--- src/rtl/updown_dir_conditioner.sv ---
// Up/down direction pad conditioner.
// Brings the asynchronous direction pad into the clk domain, debounces it,
// and presents a clean registered direction level with one-cycle edge
// pulses. It also keeps a saturating count of rejected level changes for
// debug visibility.
module updown_dir_conditioner #(
  parameter int SYNC_STAGES     = 2,
  parameter int DEBOUNCE_CYCLES = 16,
  parameter int GLITCH_W        = 8
) (
  input  logic                clk,
  input  logic                reset_n,
  input  logic                pad_in,
  input  logic                glitch_clr,
  output logic                up_down,
  output logic                rise_pulse,
  output logic                fall_pulse,
  output logic                busy,
  output logic [GLITCH_W-1:0] glitch_cnt,
  output logic                pad_oeb
);

  // The qualification counter only ever holds 1..DEBOUNCE_CYCLES-1 while
  // qualifying, and 0 otherwise.
  localparam int QCNT_W = $clog2(DEBOUNCE_CYCLES) + 1;
  localparam logic [QCNT_W-1:0] QCNT_ONE  = QCNT_W'(1);
  localparam logic [QCNT_W-1:0] QCNT_LAST = QCNT_W'(DEBOUNCE_CYCLES - 1);

  typedef enum logic [1:0] {
    STABLE_LO = 2'd0,
    QUAL_HI   = 2'd1,
    STABLE_HI = 2'd2,
    QUAL_LO   = 2'd3
  } state_t;

  logic [SYNC_STAGES-1:0] sync_p0;
  logic                   s;

  state_t                 state;
  state_t                 state_nxt;
  logic [QCNT_W-1:0]      qcnt;
  logic [QCNT_W-1:0]      qcnt_nxt;
  logic                   up_down_nxt;
  logic                   rise_nxt;
  logic                   fall_nxt;
  logic                   busy_nxt;
  logic                   glitch_hit;

  // Saturating increment: holds at all-ones instead of wrapping to zero.
  function automatic logic [GLITCH_W-1:0] sat_inc(input logic [GLITCH_W-1:0] v);
    logic [GLITCH_W-1:0] r;
    if (&v) begin
      r = v;
    end else begin
      r = v + GLITCH_W'(1);
    end
    return r;
  endfunction

  // The pad is always used as an input.
  assign pad_oeb = 1'b1;

  // Debounce decisions are made on the last synchroniser flop only.
  assign s = sync_p0[SYNC_STAGES-1];

  // Synchroniser chain for the asynchronous pad level.
  always_ff @(posedge clk or negedge reset_n) begin
    if (!reset_n) begin
      sync_p0 <= '0;
    end else begin
      sync_p0 <= {sync_p0[SYNC_STAGES-2:0], pad_in};
    end
  end

  // Next-state and output decode for the debounce FSM.
  always_comb begin
    state_nxt   = state;
    qcnt_nxt    = qcnt;
    up_down_nxt = up_down;
    rise_nxt    = 1'b0;
    fall_nxt    = 1'b0;
    glitch_hit  = 1'b0;
    case (state)
      STABLE_LO: begin
        if (s) begin
          state_nxt = QUAL_HI;
          qcnt_nxt  = QCNT_ONE;
        end
      end
      QUAL_HI: begin
        if (!s) begin
          // Bounced back before qualifying: drop all accumulated credit.
          state_nxt  = STABLE_LO;
          qcnt_nxt   = '0;
          glitch_hit = 1'b1;
        end else if (qcnt == QCNT_LAST) begin
          state_nxt   = STABLE_HI;
          qcnt_nxt    = '0;
          up_down_nxt = 1'b1;
          rise_nxt    = 1'b1;
        end else begin
          qcnt_nxt = qcnt + QCNT_ONE;
        end
      end
      STABLE_HI: begin
        if (!s) begin
          state_nxt = QUAL_LO;
          qcnt_nxt  = QCNT_ONE;
        end
      end
      QUAL_LO: begin
        if (s) begin
          state_nxt  = STABLE_HI;
          qcnt_nxt   = '0;
          glitch_hit = 1'b1;
        end else if (qcnt == QCNT_LAST) begin
          state_nxt   = STABLE_LO;
          qcnt_nxt    = '0;
          up_down_nxt = 1'b0;
          fall_nxt    = 1'b1;
        end else begin
          qcnt_nxt = qcnt + QCNT_ONE;
        end
      end
      default: begin
        state_nxt   = STABLE_LO;
        qcnt_nxt    = '0;
        up_down_nxt = 1'b0;
      end
    endcase
    busy_nxt = (state_nxt == QUAL_HI) || (state_nxt == QUAL_LO);
  end

  // FSM state, qualification counter and registered direction outputs.
  always_ff @(posedge clk or negedge reset_n) begin
    if (!reset_n) begin
      state      <= STABLE_LO;
      qcnt       <= '0;
      up_down    <= 1'b0;
      rise_pulse <= 1'b0;
      fall_pulse <= 1'b0;
      busy       <= 1'b0;
    end else begin
      state      <= state_nxt;
      qcnt       <= qcnt_nxt;
      up_down    <= up_down_nxt;
      rise_pulse <= rise_nxt;
      fall_pulse <= fall_nxt;
      busy       <= busy_nxt;
    end
  end

  // Rejected-change counter; a clear on the same edge as a rejection wins.
  always_ff @(posedge clk or negedge reset_n) begin
    if (!reset_n) begin
      glitch_cnt <= '0;
    end else if (glitch_clr) begin
      glitch_cnt <= '0;
    end else if (glitch_hit) begin
      glitch_cnt <= sat_inc(glitch_cnt);
    end
  end

endmodule
--- config.mk ---
export PLATFORM = sky130hd
export DESIGN_NAME = updown_dir_conditioner
export DESIGN_NICKNAME = d
export VERILOG_FILES = /design/src/rtl/updown_dir_conditioner.sv
export SDC_FILE = /design/constraint.sdc
export NUM_CORES = 1
export LEC_CHECK = 0
export ABC_CLOCK_PERIOD_IN_PS = 2110
export BUFFER_PORTS_ARGS = -buffer_cell sky130_fd_sc_hd__buf_2
export CELL_PAD_IN_SITES_DETAIL_PLACEMENT = 0
export CELL_PAD_IN_SITES_GLOBAL_PLACEMENT = 2
export CORE_ASPECT_RATIO = 1.2
export CORE_MARGIN = 1
export CORE_UTILIZATION = 33
export CTS_CLUSTER_DIAMETER = 100
export CTS_CLUSTER_SIZE = 25
export DETAILED_ROUTE_END_ITERATION = 8
export PLACE_DENSITY = 0.72
export SLEW_MARGIN = 20
export SYNTH_ARGS = -nofsm -noshare
export SYNTH_HDL_FRONTEND = slang
export SYNTH_SLANG_ARGS = --single-unit
--- constraint.sdc ---
create_clock -name clk -period 2.11 [get_ports clk]
set_input_delay 0.1055 -clock clk [delete_from_list [all_inputs] [get_ports clk]]
set_output_delay 0.1055 -clock clk [all_outputs]
set_load 0.05 [all_outputs]
==> run metrics, run 1 <==
CTS tree done; number of DRC markers in iteration 0 9; Post-Syn Area 942 µm²; Synth Register Bits 20; DIE WIDTH 50.8 µm; Fillers 279; Mapped Nets 96; GP Congestion 0.806; clock buffer count from CTS 3; worst path required time 2310 ps; Reg clk slew, reported paths 120 ps; number of global-route vias before repair 659; CP startpoint glitch_cnt[0]; Die ar. 0.00307 mm²; initial core utilization 35.9%; count leader, synth dfrtp_1; total grt overflow 0; Primary FF master, synth dfrtp_1; pre-CTS setup slack 294 ps; total vias in the final route 738; first-pass iteration count of the detailed router 4; area of the core 0.00263 mm²; Cells on Worst Hold Path 2; RSZ-0062 raised after global routing false; post-route insts no fill 142; FF/Latch Area 500 µm²; Sum Neg Setup Slack 0 ps; Routed WL per cell 13.0 µm; startpoint types register; post-synth cell types 33; Final Hold Vio Count 0; clk_skew 7.04 ps; syn_area_per_cell 10.5 µm²; fin crit share 88.2%; Worst R2R Path Depth 5; asr flop ratio synth 100%; DRC viols 0; worst hold-check path type in2reg; Final #Nets 116; peak supply drop 0.416 mV; I/O pins 17; clock sinks 20; CTS Buffer Depth 2; top cell type's share of synthesized area 53.1%; Max Transition Viols Final 0; Post-Place Cell Area 0.00105 mm²; Final setup viols 0; Clock Tree Root clkbuf_4; cells after synthesis 90; sequential area share after synthesis 53.1%; Final WS setup 250 ps; Clock Latency Late Sink 310 ps; drt total wl 1.85 mm; cell taking the most area after synthesis dfrtp_1; critical path type reg2reg; Max-Cap Viols 0; Arrival @ worst endpoint 2060 ps; Layout area overhead 19.3%; Yosys Warn Count 0; Multi-input gate area 419 µm²; drt via density 5.20; chip height 60.5 µm; hold path startpoint glitch_clr; IO Port Bufs 15; CP max FO 6; synth top area cells dfrtp_1, mux2i_1, nor2_1; pin count of the biggest net entering global routing 21; Tot GR Track Use 14.0%; Row Count 20; layout cells sized above 1 19.3%; Cells after DPL 136; kind of end point of the critical path register; global-route wire length before repair 3.04 mm; Routed Antenna Nets 0; ant diodes 0; initial antenna violation count 0; Tmin final 1860 ps; RR Startpoint glitch_cnt[0]; htree depth 1; pwr dens 707 mW/mm²; Post-Layout Inst Area 0.00112 mm²; number of synthesized flops with an enable pin 0; Synth top cells by count dfrtp_1, nor2_1, nand2_1, o21ai_0, nand3_1; leakage power 0.523 nW; fmax 538 MHz; status complete, no violations; DP HPWL 1.30 mm
cell type report:
| cell class | instances | share of cell area (%) |
|---|---|---|
| sequential | 20 | 44.5 |
| multi-input combinational | 65 | 37.3 |
| timing repair buffer | 18 | 9.13 |
| tap | 33 | 3.67 |
| clock inverter | 1 | 2.67 |
| clock buffer | 3 | 2.00 |
| inverter | 2 | 0.668 |
layout by cell type (no fill, tap or decap), types with 3 or more instances in the layout:
master / Yosys / routed
nand2_1: 7 / 7
xor2_1: 4 / 4
nand3_1: 5 / 5
mux2i_1: 4 / 4
nand4_1: 3 / 3
dfrtp_1: 20 / 20
buf_2: 0 / 15
clkbuf_4: 0 / 3
nor2_1: 10 / 10
o21ai_0: 7 / 7
final timing paths:
kind,end,slack [ps]
max,glitch_cnt[7],250
min,glitch_cnt[0],80
max reg2reg,glitch_cnt[7],250
min reg2reg,sync_p0[1],370
max in group asynchronous,glitch_cnt[7],1540
min in group asynchronous,qcnt[4],250
what timing repair did:
action                    4_1_cts  5_1_grt
buffers inserted                0        0
resized for setup               0        0
hold buffers                    2        0
hold endpoints to repair       21        0
layer usage:
layer | global-route usage [%] | share of wire (%) | up-vias
li1 | - | - | 356
met3 | 3.01 | 3.5 | 5
met1 | 18.0 | 50 | 359
met5 | 0 | 0 | -
met4 | 9.52 | 2.4 | 0
met2 | 21.1 | 44 | 18
metrics by stage:
| stage | utilization [%] | hold WS (ps) | total power, mW |
|---|---|---|---|
| 3_5_place_dp | 40.0 | 86.0 | 0.483 |
| 2_1_floorplan | - | -190 | 0.461 |
| 4_1_cts | 42.8 | 67.0 | 0.812 |
| 5_1_grt | 42.8 | 69.4 | 0.833 |
| 3_3_place_gp | 40.0 | 83.6 | 0.482 |
| 6_report | 42.8 | 82.1 | 0.794 |
registers in the layout, indices dropped and copies added (netlist names):
| signal | count |
|---|---|
| glitch_cnt | 8 |
| qcnt | 5 |
| up_down | 1 |
| rise_pulse | 1 |
| busy | 1 |
| fall_pulse | 1 |
| state | 1 |
| sync_p0 | 2 |
report_power, final:
| group | leakage, nW | total (mW) | internal (mW) | switching, mW |
|---|---|---|---|---|
| clock network | 0.0279 | 0.316 | 0.192 | 0.124 |
| registers | 0.263 | 0.407 | 0.395 | 0.0123 |
| logic | 0.232 | 0.0703 | 0.0226 | 0.0478 |
cells by family after synthesis:
group                    Yosys count  share of synthesized area (%)
other                              1                          0.398
multiplexers                       5                           5.44
adder cells (fa/ha/maj)            2                           2.66
AO/OA/AOI/OAI                     18                           12.5
buffers and inverters              5                           2.39
XOR/XNOR                           6                           6.37
AND/OR/NAND/NOR                   33                           17.1
flip-flops                        20                           53.1
critical path: stages, from the launching register on:
cell	delay [ps]
dfrtp_1	440
ha_1	260
nand4_1	240
nand2_1	70
or4_1	410
mux2_1	320
(Power assumes the default switching activity.)
==> inputs of run 2 (changes only) <==
--- a/config.mk
+++ b/config.mk
@@ -16,6 +16,7 @@
 export CTS_CLUSTER_SIZE = 25
 export DETAILED_ROUTE_END_ITERATION = 8
 export PLACE_DENSITY = 0.72
+export RECOVER_POWER = 100
 export SLEW_MARGIN = 20
 export SYNTH_ARGS = -nofsm -noshare
 export SYNTH_HDL_FRONTEND = slang
==> run 2 against run 1 <==
  * Setup slack got worse by 1.8 ps
  * Register-to-register slack about the same
  * Clock-buffer cell count unchanged
  * Critical endpoint unchanged
  * Largest cell class unchanged
==> run metrics, run 2 (synthesis gave the netlist of run 1 again) <==
worst path required time 2310 ps (about the same); critical path's largest stage delay 450 ps (about the same); GP Congestion 0.806 (unchanged); Tot GR Track Use 14.0% (unchanged); fmax 537 MHz (about the same); Net Sw Power 186 µW (+1.1%); total vias in the final route 740 (+0.27%); Max Transition Viols Final 0 (unchanged); pin count of the biggest net entering global routing 21 (unchanged); DIE WIDTH 50.8 µm (unchanged); I/O pins 17 (unchanged); RR Startpoint glitch_cnt[0]; most frequent cells in the layout dfrtp_1, clkbuf_1, nor2_1; IO Port Bufs 15 (unchanged); global-route wire length before repair 3.04 mm (unchanged); RR Endpoint glitch_cnt[7]; CP Capture Point glitch_cnt[7]; Die ar. 0.00307 mm² (unchanged); Routed WL per cell 13.0 µm (-0.54%); hold path startpoint glitch_clr; htree depth 1 (unchanged); startpoint types register; Sum Neg Setup Slack 0 ps (unchanged); area of the core 0.00263 mm² (unchanged); CTS tree done; cell family with most CP delay simple AND/OR/NAND/NOR gates; stages on the worst setup path 5 (unchanged); ant diodes 0 (unchanged); CP cell instances ha_1 > nand4_1 > nand2_1 > or4_1 > mux2_1; layout cells sized above 1 6.42% (-13 points); number of global-route vias before repair 659 (unchanged); WP buf/inv 0 (unchanged); final core utilization 41.9% (-0.90 points); sequential power share 51.2% (about the same); Row Count 20 (unchanged); Arrival @ worst endpoint 2060 ps (about the same); FF-to-FF setup slack 250 ps (about the same); Critical-path top delay cell dfrtp_1; clk_skew 10.3 ps (+3.27 ps); max reg flops 8 (unchanged); total grt overflow 0 (unchanged); biggest regs glitch_cnt (8), qcnt (5), sync_p0 (2); drt total wl 1.84 mm (-0.54%); Clock Tree Root clkbuf_4; Tot Pwr 794 µW (about the same); clock buffer count from CTS 3 (unchanged); combinational share of power 8.6% (-0.3 points); drt via density 5.21 (+0.27%); RSZ-0062 raised after global routing false; Final setup viols 0 (unchanged); status complete, no violations; Max-Cap Viols 0 (unchanged); Clock Latency Late Sink 310 ps (about the same); number of DRC markers in iteration 0 10 (+1); Worst R2R Path Depth 5 (unchanged); CTS Buffer Depth 2 (unchanged); Biggest register glitch_cnt; leakage power 0.472 nW (-9.7%); worst hold margin 79.5 ps (-2.54 ps); slew at the pin with the worst max-slew slack 1060 ps; initial antenna violation count 0 (unchanged); Routed Antenna Nets 0 (unchanged); Pint 608 µW (-0.26%); first-pass iteration count of the detailed router 4 (unchanged); DRC viols 0 (unchanged); Final #Nets 116 (unchanged); fin crit share 88.2% (about the same); CP startpoint glitch_cnt[0]; CP max FO 6 (unchanged); DP HPWL 1.30 mm (unchanged); Clock Power Share 40.1% (+0.3 points); peak supply drop 0.420 mV (+1.1%); chip height 60.5 µm (unchanged); kind of end point of the critical path register; Tmin final 1860 ps (+1.84 ps); Slew HR 29.5%; Reg clk slew, reported paths 120 ps (about the same); worst hold-check path type in2reg; pwr dens 722 mW/mm² (+2.2%); setup bufs post-CTS 0 (unchanged); critical path type reg2reg; Layout area overhead 16.7%; Net Sw Frac 23.5% (+0.25 points); commonest non-fill, non-tap cell in the layout dfrtp_1; Final Hold Vio Count 0 (unchanged); clock sinks 20 (unchanged); initial core utilization 35.9% (unchanged); Fillers 283 (+1.4%)
==> run 2: metrics by stage <==
stage | cell area, µm² | setup slack (ps) | instances
global route | 1100 | 183 | 142
floorplan | 942 | 131 | 90
finish | 1100 | 248 | 142
CTS | 1120 | 267 | 142
detailed placement | 1050 | 294 | 136
global placement | 1050 | 346 | 136
==> run 2: final cells by class <==
type | count | area [µm²] | area share [%]
clock buffers | 3 | 22.5 | 2.05
repair buffers | 18 | 86.3 | 7.85
clock inverters | 1 | 30.0 | 2.73
multi-input cells | 65 | 412 | 37.4
flip-flops and latches | 20 | 500 | 45.5
inverters | 2 | 7.51 | 0.683
well taps | 33 | 41.3 | 3.75
==> run 2: how the worst min path moves through the flow <==
stage                    endpoint  slack [ps]  depth (start not counted)
global placement          qcnt[4]          80                          1
detailed placement        qcnt[4]          90                          1
finish              glitch_cnt[0]          80                          2
floorplan                    busy        -190                          0
CTS                 glitch_cnt[0]          70                          2
global route        glitch_cnt[0]          70                          2
==> run 2: timing repair <==
item,4_1_cts,5_1_grt
setup endpoints to repair,0,0
endpoints found under the hold margin,21,0
hold buffers,2,0
resized for setup,0,0
==> run 2: power by group through the flow <==
stage | sequential, mW | clock, mW | combinational (mW)
floorplan | 0.425 | 0 | 0.0355
global placement | 0.414 | 0 | 0.0685
detailed placement | 0.415 | 0 | 0.0683
CTS | 0.407 | 0.333 | 0.0719
global route | 0.409 | 0.345 | 0.0779
finish | 0.407 | 0.319 | 0.0686
==> run 2: worst reg2reg max path, stage by stage (launching register included) <==
cell	delay, ps
dfrtp_1	450
ha_1	260
nand4_1	240
nand2_1	70
or4_1	410
mux2_1	320
==> run 2: metal layers <==
layer / wire (µm) / vias up / GRT usage (%)
li1: - / 359 / -
met1: 928 / 362 / 18.0
met2: 810 / 14 / 21.1
met3: 55 / 5 / 3.01
met4: 44 / 0 / 9.52
met5: 0 / - / 0
